==> src/rtl/aes_stream_ctrl.sv <==
// Streaming valid/ready wrapper around a non-stallable pipelined AES core: key-load FSM,
// in-flight tag tracking and a credit-gated FWFT result FIFO. Optional counters: AES_STREAM_STATS_EN.
module aes_stream_ctrl #(
  parameter int DATA_W        = 128,
  parameter int KEY_W         = 128,
  parameter int KEYGEN_CYCLES = 10,
  parameter int PIPE_LAT      = 11,
  parameter int FIFO_DEPTH    = 16,
  parameter int TAG_W         = 4
) (
  input  logic              clk,
  input  logic              rst,
  input  logic [KEY_W-1:0]  key_in,
  input  logic              key_load,
  output logic              key_load_ready,
  output logic              key_ready,
  input  logic              in_valid,
  output logic              in_ready,
  input  logic [DATA_W-1:0] in_data,
  input  logic [TAG_W-1:0]  in_tag,
  output logic              out_valid,
  input  logic              out_ready,
  output logic [DATA_W-1:0] out_data,
  output logic [TAG_W-1:0]  out_tag,
  output logic [KEY_W-1:0]  core_key,
  output logic              core_fsm_en,
  output logic [DATA_W-1:0] core_in,
  output logic              core_enable,
  input  logic [DATA_W-1:0] core_out
`ifdef AES_STREAM_STATS_EN
  ,
  output logic [31:0]       blk_in_cnt,
  output logic [31:0]       blk_out_cnt
`endif
);

  localparam int AW  = $clog2(FIFO_DEPTH);
  localparam int CW  = AW + 1;
  localparam int KCW = $clog2(KEYGEN_CYCLES + 2);

  typedef enum logic [1:0] {NO_KEY, KEYGEN, READY} state_t;

  state_t            state_q, state_d;
  logic [KCW-1:0]    kg_cnt_q;
  logic              kl_ready;
  logic              key_load_accept;
  logic [CW-1:0]     inflight_q;
  logic [CW-1:0]     fifo_cnt_q;
  logic [CW:0]       credit_sum;
  logic [AW-1:0]     wr_ptr_q, rd_ptr_q;
  logic              push, pop;

  logic [PIPE_LAT-1:0] vld_p;
  logic [TAG_W-1:0]    tag_p    [PIPE_LAT];
  logic [DATA_W-1:0]   mem_data [FIFO_DEPTH];
  logic [TAG_W-1:0]    mem_tag  [FIFO_DEPTH];

  function automatic logic [31:0] sat_inc(input logic [31:0] v);
    return (v == 32'hFFFF_FFFF) ? v : v + 32'd1;
  endfunction

  // Key-load FSM
  always_comb begin
    state_d     = state_q;
    kl_ready    = 1'b0;
    key_ready   = 1'b0;
    core_fsm_en = 1'b0;
    case (state_q)
      NO_KEY: begin
        kl_ready = 1'b1;
        if (key_load) state_d = KEYGEN;
      end
      KEYGEN: begin
        core_fsm_en = (kg_cnt_q == KCW'(KEYGEN_CYCLES));
        if (kg_cnt_q == '0) state_d = READY;
      end
      READY: begin
        key_ready = 1'b1;
        // Rekeying under live traffic would mix keys inside the core pipeline.
        kl_ready  = (inflight_q == '0);
        if (key_load && kl_ready) state_d = KEYGEN;
      end
      default: state_d = NO_KEY;
    endcase
  end

  // During reset every output reads 0, including the NO_KEY load-ready strobe.
  assign key_load_ready  = kl_ready & rst;
  assign key_load_accept = key_load & key_load_ready;

  always_ff @(posedge clk or negedge rst) begin
    if (!rst) begin
      state_q  <= NO_KEY;
      kg_cnt_q <= '0;
      core_key <= '0;
    end else begin
      state_q <= state_d;
      if (key_load_accept) begin
        kg_cnt_q <= KCW'(KEYGEN_CYCLES);
        core_key <= key_in;
      end else if (state_q == KEYGEN && kg_cnt_q != '0) begin
        kg_cnt_q <= kg_cnt_q - 1'b1;
      end
    end
  end

  // Credit-gated acceptance; credits come from registered counts only
  assign credit_sum  = {1'b0, inflight_q} + {1'b0, fifo_cnt_q};
  assign in_ready    = (state_q == READY) & (credit_sum < (CW+1)'(FIFO_DEPTH)) & ~key_load_accept;
  assign core_enable = in_valid & in_ready;
  assign core_in     = in_data & {DATA_W{rst}};

  // Tracking stages p0..p(PIPE_LAT-1), last stage aligned with core_out
  always_ff @(posedge clk or negedge rst) begin
    if (!rst) begin
      vld_p <= '0;
    end else begin
      vld_p[0] <= core_enable;
      for (int i = 1; i < PIPE_LAT; i++) vld_p[i] <= vld_p[i-1];
    end
  end

  always_ff @(posedge clk) begin
    tag_p[0] <= in_tag;
    for (int i = 1; i < PIPE_LAT; i++) tag_p[i] <= tag_p[i-1];
  end

  assign push = vld_p[PIPE_LAT-1];
  assign pop  = out_valid & out_ready;

  always_ff @(posedge clk or negedge rst) begin
    if (!rst) begin
      inflight_q <= '0;
    end else if (core_enable && !push) begin
      inflight_q <= inflight_q + 1'b1;
    end else if (push && !core_enable) begin
      inflight_q <= inflight_q - 1'b1;
    end
  end

  // Result FIFO, first-word-fall-through
  always_ff @(posedge clk) begin
    if (push) begin
      mem_data[wr_ptr_q] <= core_out;
      mem_tag[wr_ptr_q]  <= tag_p[PIPE_LAT-1];
    end
  end

  always_ff @(posedge clk or negedge rst) begin
    if (!rst) begin
      wr_ptr_q   <= '0;
      rd_ptr_q   <= '0;
      fifo_cnt_q <= '0;
    end else begin
      if (push) wr_ptr_q <= wr_ptr_q + 1'b1;
      if (pop)  rd_ptr_q <= rd_ptr_q + 1'b1;
      if (push && !pop)      fifo_cnt_q <= fifo_cnt_q + 1'b1;
      else if (pop && !push) fifo_cnt_q <= fifo_cnt_q - 1'b1;
    end
  end

  assign out_valid = (fifo_cnt_q != '0);
  assign out_data  = out_valid ? mem_data[rd_ptr_q] : '0;
  assign out_tag   = out_valid ? mem_tag[rd_ptr_q]  : '0;

`ifdef AES_STREAM_STATS_EN
  always_ff @(posedge clk or negedge rst) begin
    if (!rst) begin
      blk_in_cnt  <= '0;
      blk_out_cnt <= '0;
    end else begin
      if (core_enable) blk_in_cnt  <= sat_inc(blk_in_cnt);
      if (pop)         blk_out_cnt <= sat_inc(blk_out_cnt);
    end
  end
`endif

endmodule

==> config.mk <==
export PLATFORM = sky130hd
export DESIGN_NAME = aes_stream_ctrl
export DESIGN_NICKNAME = d
export VERILOG_FILES = /design/src/rtl/aes_stream_ctrl.sv
export SDC_FILE = /design/constraint.sdc
export NUM_CORES = 2
export LEC_CHECK = 0
export CORE_ASPECT_RATIO = 0.6
export CORE_MARGIN = 3
export CORE_UTILIZATION = 57
export CTS_CLUSTER_DIAMETER = 150
export DETAILED_ROUTE_END_ITERATION = 6
export PLACE_DENSITY = 0.8
export SYNTH_ARGS = -nofsm -noshare
export SYNTH_HDL_FRONTEND = slang
export SYNTH_SLANG_ARGS = --single-unit
==> constraint.sdc <==
create_clock -name clk -period 12.9 [get_ports clk]
set_input_delay 2.58 -clock clk [delete_from_list [all_inputs] [get_ports clk]]
set_output_delay 2.58 -clock clk [all_outputs]
set_load 0.01 [all_outputs]
Word-level counts from Yosys, hierarchy flattened
Memories as Yosys holds them, arrays and structs flattened.
Index checks and enable logic that the tools add are counted.
{"block": "word_totals", "ff_bits": 163, "ramBits": 2156, "in_bits": 393, "out_inout_bits": 394, "wordCells": 69, "memories": 3}
{"block": "classes", "n_addsub": 8, "n_lt_le_gt_ge": 1, "eq_ne": 6, "muxes": 17, "bitwise_logic": 8, "n_reduce_logical": 18}
{"name": "mem_data", "depth": 16, "word_bits": 128, "read_ports": 1, "rd_ports_with_merged_regs": 0, "write_ports": 1, "line": "55", "source": "logic [DATA_W-1:0] mem_data [FIFO_DEPTH];"}
{"name": "mem_tag", "depth": 16, "word_bits": 4, "read_ports": 1, "rd_ports_with_merged_regs": 0, "write_ports": 1, "line": "56", "source": "logic [TAG_W-1:0] mem_tag [FIFO_DEPTH];"}
{"name": "tag_p", "depth": 11, "word_bits": 4, "read_ports": 11, "rd_ports_with_merged_regs": 0, "write_ports": 11, "line": "54", "source": "logic [TAG_W-1:0] tag_p [PIPE_LAT];"}
{"op": "bitwise AND 128 bit", "n": 1}
{"op": "two-way mux 128 bit", "n": 1}
{"op": "two-way mux 5 bit", "n": 4}
{"op": "two-way mux 4 bit", "n": 3}
{"op": "adder 5 x 1 -> 5 bit (second input constant)", "n": 2}
{"op": "subtractor 5 x 1 -> 5 bit (second input constant)", "n": 2}
{"op": "adder 4 x 1 -> 4 bit (second input constant)", "n": 2}
{"op": "adder 5 x 5 -> 6 bit", "n": 1}
{"op": "bitwise AND 1 bit", "n": 6}
{"op": "logical AND 1 bit", "n": 6}
{"op": "< comparator 6 x 5 -> 1 bit (second input constant)", "n": 1}
{"op": "two-way mux 2 bit", "n": 3}
{"op": "!= test 2 bit (second input constant)", "n": 3}
{"op": "case mux 2 bit (3 select lines)", "n": 1}
{"op": "nonzero test 2 bit", "n": 3}
{"op": "zero test 5 bit", "n": 1}
{"op": "nonzero test 5 bit", "n": 1}
{"op": "equality test 4 bit (second input constant)", "n": 1}
{"op": "zero test 4 bit", "n": 1}
{"op": "two-way mux 1 bit", "n": 4}
{"op": "nonzero test 4 bit", "n": 1}
{"op": "subtractor 4 x 1 -> 4 bit (second input constant)", "n": 1}
{"op": "zero test 1 bit", "n": 3}
{"op": "AND reduction 3 bit", "n": 1}
{"op": "5 further kinds", "n": 5}

Logic depth before layout (Yosys ltp)
{"block": "logic_depth", "ltp_word": 11, "ltp_mapped": 12, "mapped_depth_nobuf": 12}

Least setup slack after synthesis
Ideal clock, no wire load.
{"block": "synth_path", "kind": "register to register", "from": "reg vld_p[10]", "to": "mem mem_data[3][0], enable pin", "arrival_ns": 9.691, "required_ns": 12.116, "path_slack_ns": 2.425, "stages_incl_launch_ff": 4, "n_path_buf": 1, "period_less_slack_ns": 10.475, "path_cell_list": "dfrtp_1 > clkbuf_1 > nand2_1 > nor3_1"}
{"block": "synth_between", "elab_chain_len": 2}
{"item": "from (decl)", "line": "53", "source": "logic [PIPE_LAT-1:0] vld_p;"}
{"item": "from (signal assigned)", "line": "116", "source": "vld_p <= '0;"}
{"item": "two-way mux 1 bit", "line": "143", "source": "if (push) begin"}
{"item": "two-way mux 1 bit (implied by the code)", "line": "144", "source": "mem_data[wr_ptr_q] <= core_out;"}
{"item": "to (decl)", "line": "55"}
No other way between the ends.

Final worst setup path
{"block": "layout_path", "from": "reg rd_ptr_q[3]", "to": "out out_data[121]"}
{"block": "layout_between", "elab_chain_len": 2}
{"item": "from (decl)", "line": "50", "source": "logic [AW-1:0] wr_ptr_q, rd_ptr_q;"}
{"item": "from (signal assigned)", "line": "156", "source": "if (pop) rd_ptr_q <= rd_ptr_q + 1'b1;"}
{"item": "memory (16 x 128 bit)"}
{"item": "two-way mux 128 bit", "line": "163", "source": "assign out_data = out_valid ? mem_data[rd_ptr_q] : '0;"}
{"item": "to (decl)", "line": "23", "source": "output logic [DATA_W-1:0] out_data,"}
No other way between the ends.

==> results.txt <==
The number of vias after detailed routing came out at 44100. The initial cell density of the core came out at 57.7%. The area occupied by registers came out at 68400 sq um.

In this run the power spent charging and discharging nets is 3.50 mW. The count of warnings emitted by yosys came out at 0. The number of cells upsized or downsized after cts is 0. The number of nets produced by synthesis came out at 4279.

Setup violations remaining at the end of the flow were counted as 0. Power spread over the standard cell area amounts to 151 nW/um^2. The share of flip-flops with an asynchronous set or reset came out at 7.03%. Across the run, the number of max-cap violations was 0. The cell that appears most often on the critical path is sky130_fd_sc_hd__buf_4. The relative contribution of sequential cells to total power came out at 54.1%. The final routed wirelength across all metal layers came out at 236000 um. The tightest slew margin relative to the limit came out at 15.3%. The slowest stage of the critical path is the sky130_fd_sc_hd__dfrtp_4 cell. The final global-route overflow total is 0. Counting the fill cells in the layout gives 9176. The vertical die dimension came out at 312 um. The insertion delay of the later-clocked pin in the worst-skew pair came out at 0.84 ns. STA classifies the critical path startpoint as a flop. The width of the die is 515 um. The synthesis-stage register bit count came out at 2319. The floorplan die area is 161000 sq um.

The initial antenna violation count came out at 50. The post-synthesis cell type count is 47. The data arrival time of the critical path came out at 5.42 ns.

The internal power of the cells came out at 12.5 mW. Counting flops with a built-in enable in the synthesized netlist gives 2112. Entering global routing, the biggest net connects 182 pins.

The worst setup path is captured at an output pin. In this run the count of I/O pins placed on the die edge is 787. CTS placed an instance of sky130_fd_sc_hd__clkbuf_16 at the clock tree root. The flow ran to the end, and the final reports show no timing, DRC or antenna violations.

Relative to the synthesized area, the layout overhead comes to 18.7%. The largest clock skew in the final design came out at 0.0274 ns. The required time of the worst setup path is 10.32 ns.

The number of clock sinks came out at 2319. The transition time of the tightest slew-check pin came out at 1.27 ns. The number of cell rows came out at 111. The hold violation count in the final report came out at 0.

The first-pass detailed-route iteration total came out at 6. The switching part of the total came out at 21.9%. The number of nets still failing antenna checks after routing is 0. The clock passes through at most 3 buffers. The post-route netlist has 24.2% of its cells at a drive strength greater than 1.

The clock buffer count from CTS is 195. The overall routing resource usage is 29.5%. Dividing the detail-routed via count by the number of cells gives 6.36. The worst supply voltage drop on vdd came out at 0.112 mV.

The depth of the CTS H-tree came out at 4. The setup fix buffers added after clock tree synthesis came out at 0. The core footprint is 154000 sq um. The weighted congestion at the end of routability-driven global placement came out at 1.06. The total number of nets in the final design came out at 5127. For this run, the share of the core covered by cells in the final layout is 68.5%. The fraction of power consumed by combinational cells came out at 8.5%. The first global-routing pass estimated 335000 um of wire. The cts-stage hold buffer count came out at 0.

TritonCTS built the clock tree. The area occupied by multi-input gates is 19300 sq um. The critical path's largest stage delay is 1.20 ns. Clock-pin slew was measured on the worst setup and hold paths at 0.07 ns. After the first detailed-routing iteration, the DRC count stood at 5628. The quantity of I/O buffers inserted on ports is 786. The startpoint-to-endpoint class of the critical path is reg -> out. The upper clock frequency limit is 0.125 GHz. The maximum fanout along the worst path came out at 65. The sequential share of the synthesized area is 77.0%. The post-synthesis cell count is 3864. The number of global-route vias before repair came to 44800. The clock share of power came out at 37.4%. In the routed design, unresolved DRC markers number 0.

The average cell area after synthesis came out at 23.0 sq um. The placed wire-length estimate is 133000 um. After routing, the total negative slack on setup checks comes to 0 ns. Setup repair after global routing left no endpoint under its margin. The final-report max-slew violation count came out at 0.

After layout, the minimum clock period comes to 8.00 ns. The leakage power summed over all cells came out at 33.2 nW. The wire length per cell came out at 33.9 um.

In this run the worst hold path is classified as reg -> reg. Summing every instance area after synthesis gives 88800 sq um. Traced cell by cell, the critical path runs through buf_4 -> buf_4 -> mux4_2 -> mux2_2 -> a221o_1 -> clkdlybuf4s50_1.

The dominant delay contributor by cell family on the critical path is buffers and inverters. Dividing the final minimum period by the clock period gives 62.0%. The critical path contains buffers and inverters numbering 3 combined. For this run, the leading register cell type out of synthesis is sky130_fd_sc_hd__edfxtp_1.
state kept, by name (all words and copies together), names as in the netlist:
name / cells
rd_ptr_q: 4
vld_p: 11
core_key: 128
state_q: 2
inflight_q: 5
wr_ptr_q: 4
fifo_cnt_q: 5
kg_cnt_q: 4
mem_data: 2048
mem_tag: 64
tag_p: 44
cell families (layout without fill, tap and decap cells):
logic type | after synthesis | after routing | synth area share, %
AO/OA/AOI/OAI | 159 | 159 | 1.70
XOR/XNOR | 15 | 15 | 0.148
adder cells (fa/ha/maj) | 22 | 22 | 0.327
buffers and inverters | 221 | 1237 | 1.35
flip-flops | 2319 | 2319 | 77.0
multiplexers | 793 | 793 | 17.2
other | 0 | 30 | 0
AND/OR/NAND/NOR | 335 | 335 | 2.26
area by class of cell:
type	instances	area share, %
clock buffer	240	4.92
tap	2034	2.42
clock inverter	125	1.20
antenna	30	0.0713
timing repair buffer	862	8.08
multi-input combinational	1324	18.3
inverter	10	0.0356
sequential	2319	64.9
layout by cell type (no fill, tap or decap), drive strengths merged, types with 5 or more instances in the layout:
cell / n
a21oi: 6
a221o: 131
and2: 129
buf: 77
bufinv: 20
clkbuf: 240
clkdlybuf4s50: 785
clkinv: 84
clkinvlp: 11
dfrtp: 163
dfxtp: 44
diode: 30
edfxtp: 2112
ha: 20
inv: 20
mux2: 262
mux4: 528
nand2: 21
nand2b: 6
nand3: 5
nor2: 18
nor2b: 133
nor3: 10
o21ai: 9
xnor2: 10
xor2: 5
cell usage after synthesis, types with 11 or more instances:
cell type | n | area share (%)
sky130_fd_sc_hd__nand2_1 | 21 | 0.089
sky130_fd_sc_hd__mux4_2 | 528 | 13
sky130_fd_sc_hd__nor2b_1 | 133 | 0.94
sky130_fd_sc_hd__dfrtp_1 | 163 | 4.6
sky130_fd_sc_hd__edfxtp_1 | 2112 | 71
sky130_fd_sc_hd__buf_4 | 25 | 0.21
sky130_fd_sc_hd__clkbuf_1 | 88 | 0.37
sky130_fd_sc_hd__and2_1 | 129 | 0.91
sky130_fd_sc_hd__mux2_4 | 98 | 1.7
sky130_fd_sc_hd__mux2_2 | 164 | 2.1
sky130_fd_sc_hd__dfxtp_1 | 44 | 0.99
sky130_fd_sc_hd__buf_12 | 11 | 0.25
sky130_fd_sc_hd__nor2_1 | 18 | 0.076
sky130_fd_sc_hd__buf_2 | 61 | 0.34
sky130_fd_sc_hd__buf_1 | 23 | 0.097
sky130_fd_sc_hd__ha_1 | 20 | 0.28
sky130_fd_sc_hd__a221o_1 | 131 | 1.5
worst paths after layout:
path	startpoint	end	slack (ns)	depth (start not counted)
max	rd_ptr_q[3]	out_data[121]	4.90	6
min	tag_p[7][3]	tag_p[8][3]	0.32	0
max reg2reg	vld_p[10]	mem_data[7][8]	8.98	4
min reg2reg	tag_p[7][3]	tag_p[8][3]	0.32	0
max in group asynchronous	rst	core_key[82]	9.72	2
min in group asynchronous	rst	core_key[96]	1.85	1
through the flow:
| stage | area, sq um | worst slack, ns | instances | hold slack (ns) | power [mW] |
|---|---|---|---|---|---|
| after floorplan | 88800 | 2.42 | 3864 | 0.310 | 9.19 |
| after global placement | 98800 | 5.38 | 6549 | 0.312 | 10.1 |
| after detailed placement | 98800 | 5.36 | 6549 | 0.312 | 10.1 |
| after CTS | 105000 | 4.80 | 6914 | 0.321 | 16.0 |
| after global routing | 105000 | 4.59 | 6924 | 0.332 | 16.4 |
| final | 105000 | 4.90 | 6944 | 0.319 | 16.0 |
per-layer routing:
metal,vias to the layer above,track usage [%],share of wire (%)
li1,17900,-,-
met5,-,3.28,0.34
met3,331,10.2,12
met4,14,6.98,1.9
met1,23500,43.5,41
met2,2495,42.7,45
power groups by stage:
stage | clock (mW) | sequential, mW | combinational, mW
finish | 5.96 | 8.64 | 1.35
global route | 6.35 | 8.64 | 1.39
CTS | 6.05 | 8.61 | 1.34
detailed placement | 0 | 8.77 | 1.33
global placement | 0 | 8.77 | 1.32
floorplan | 0 | 8.78 | 0.407
Note: power is estimated with default switching activity, not from simulation.
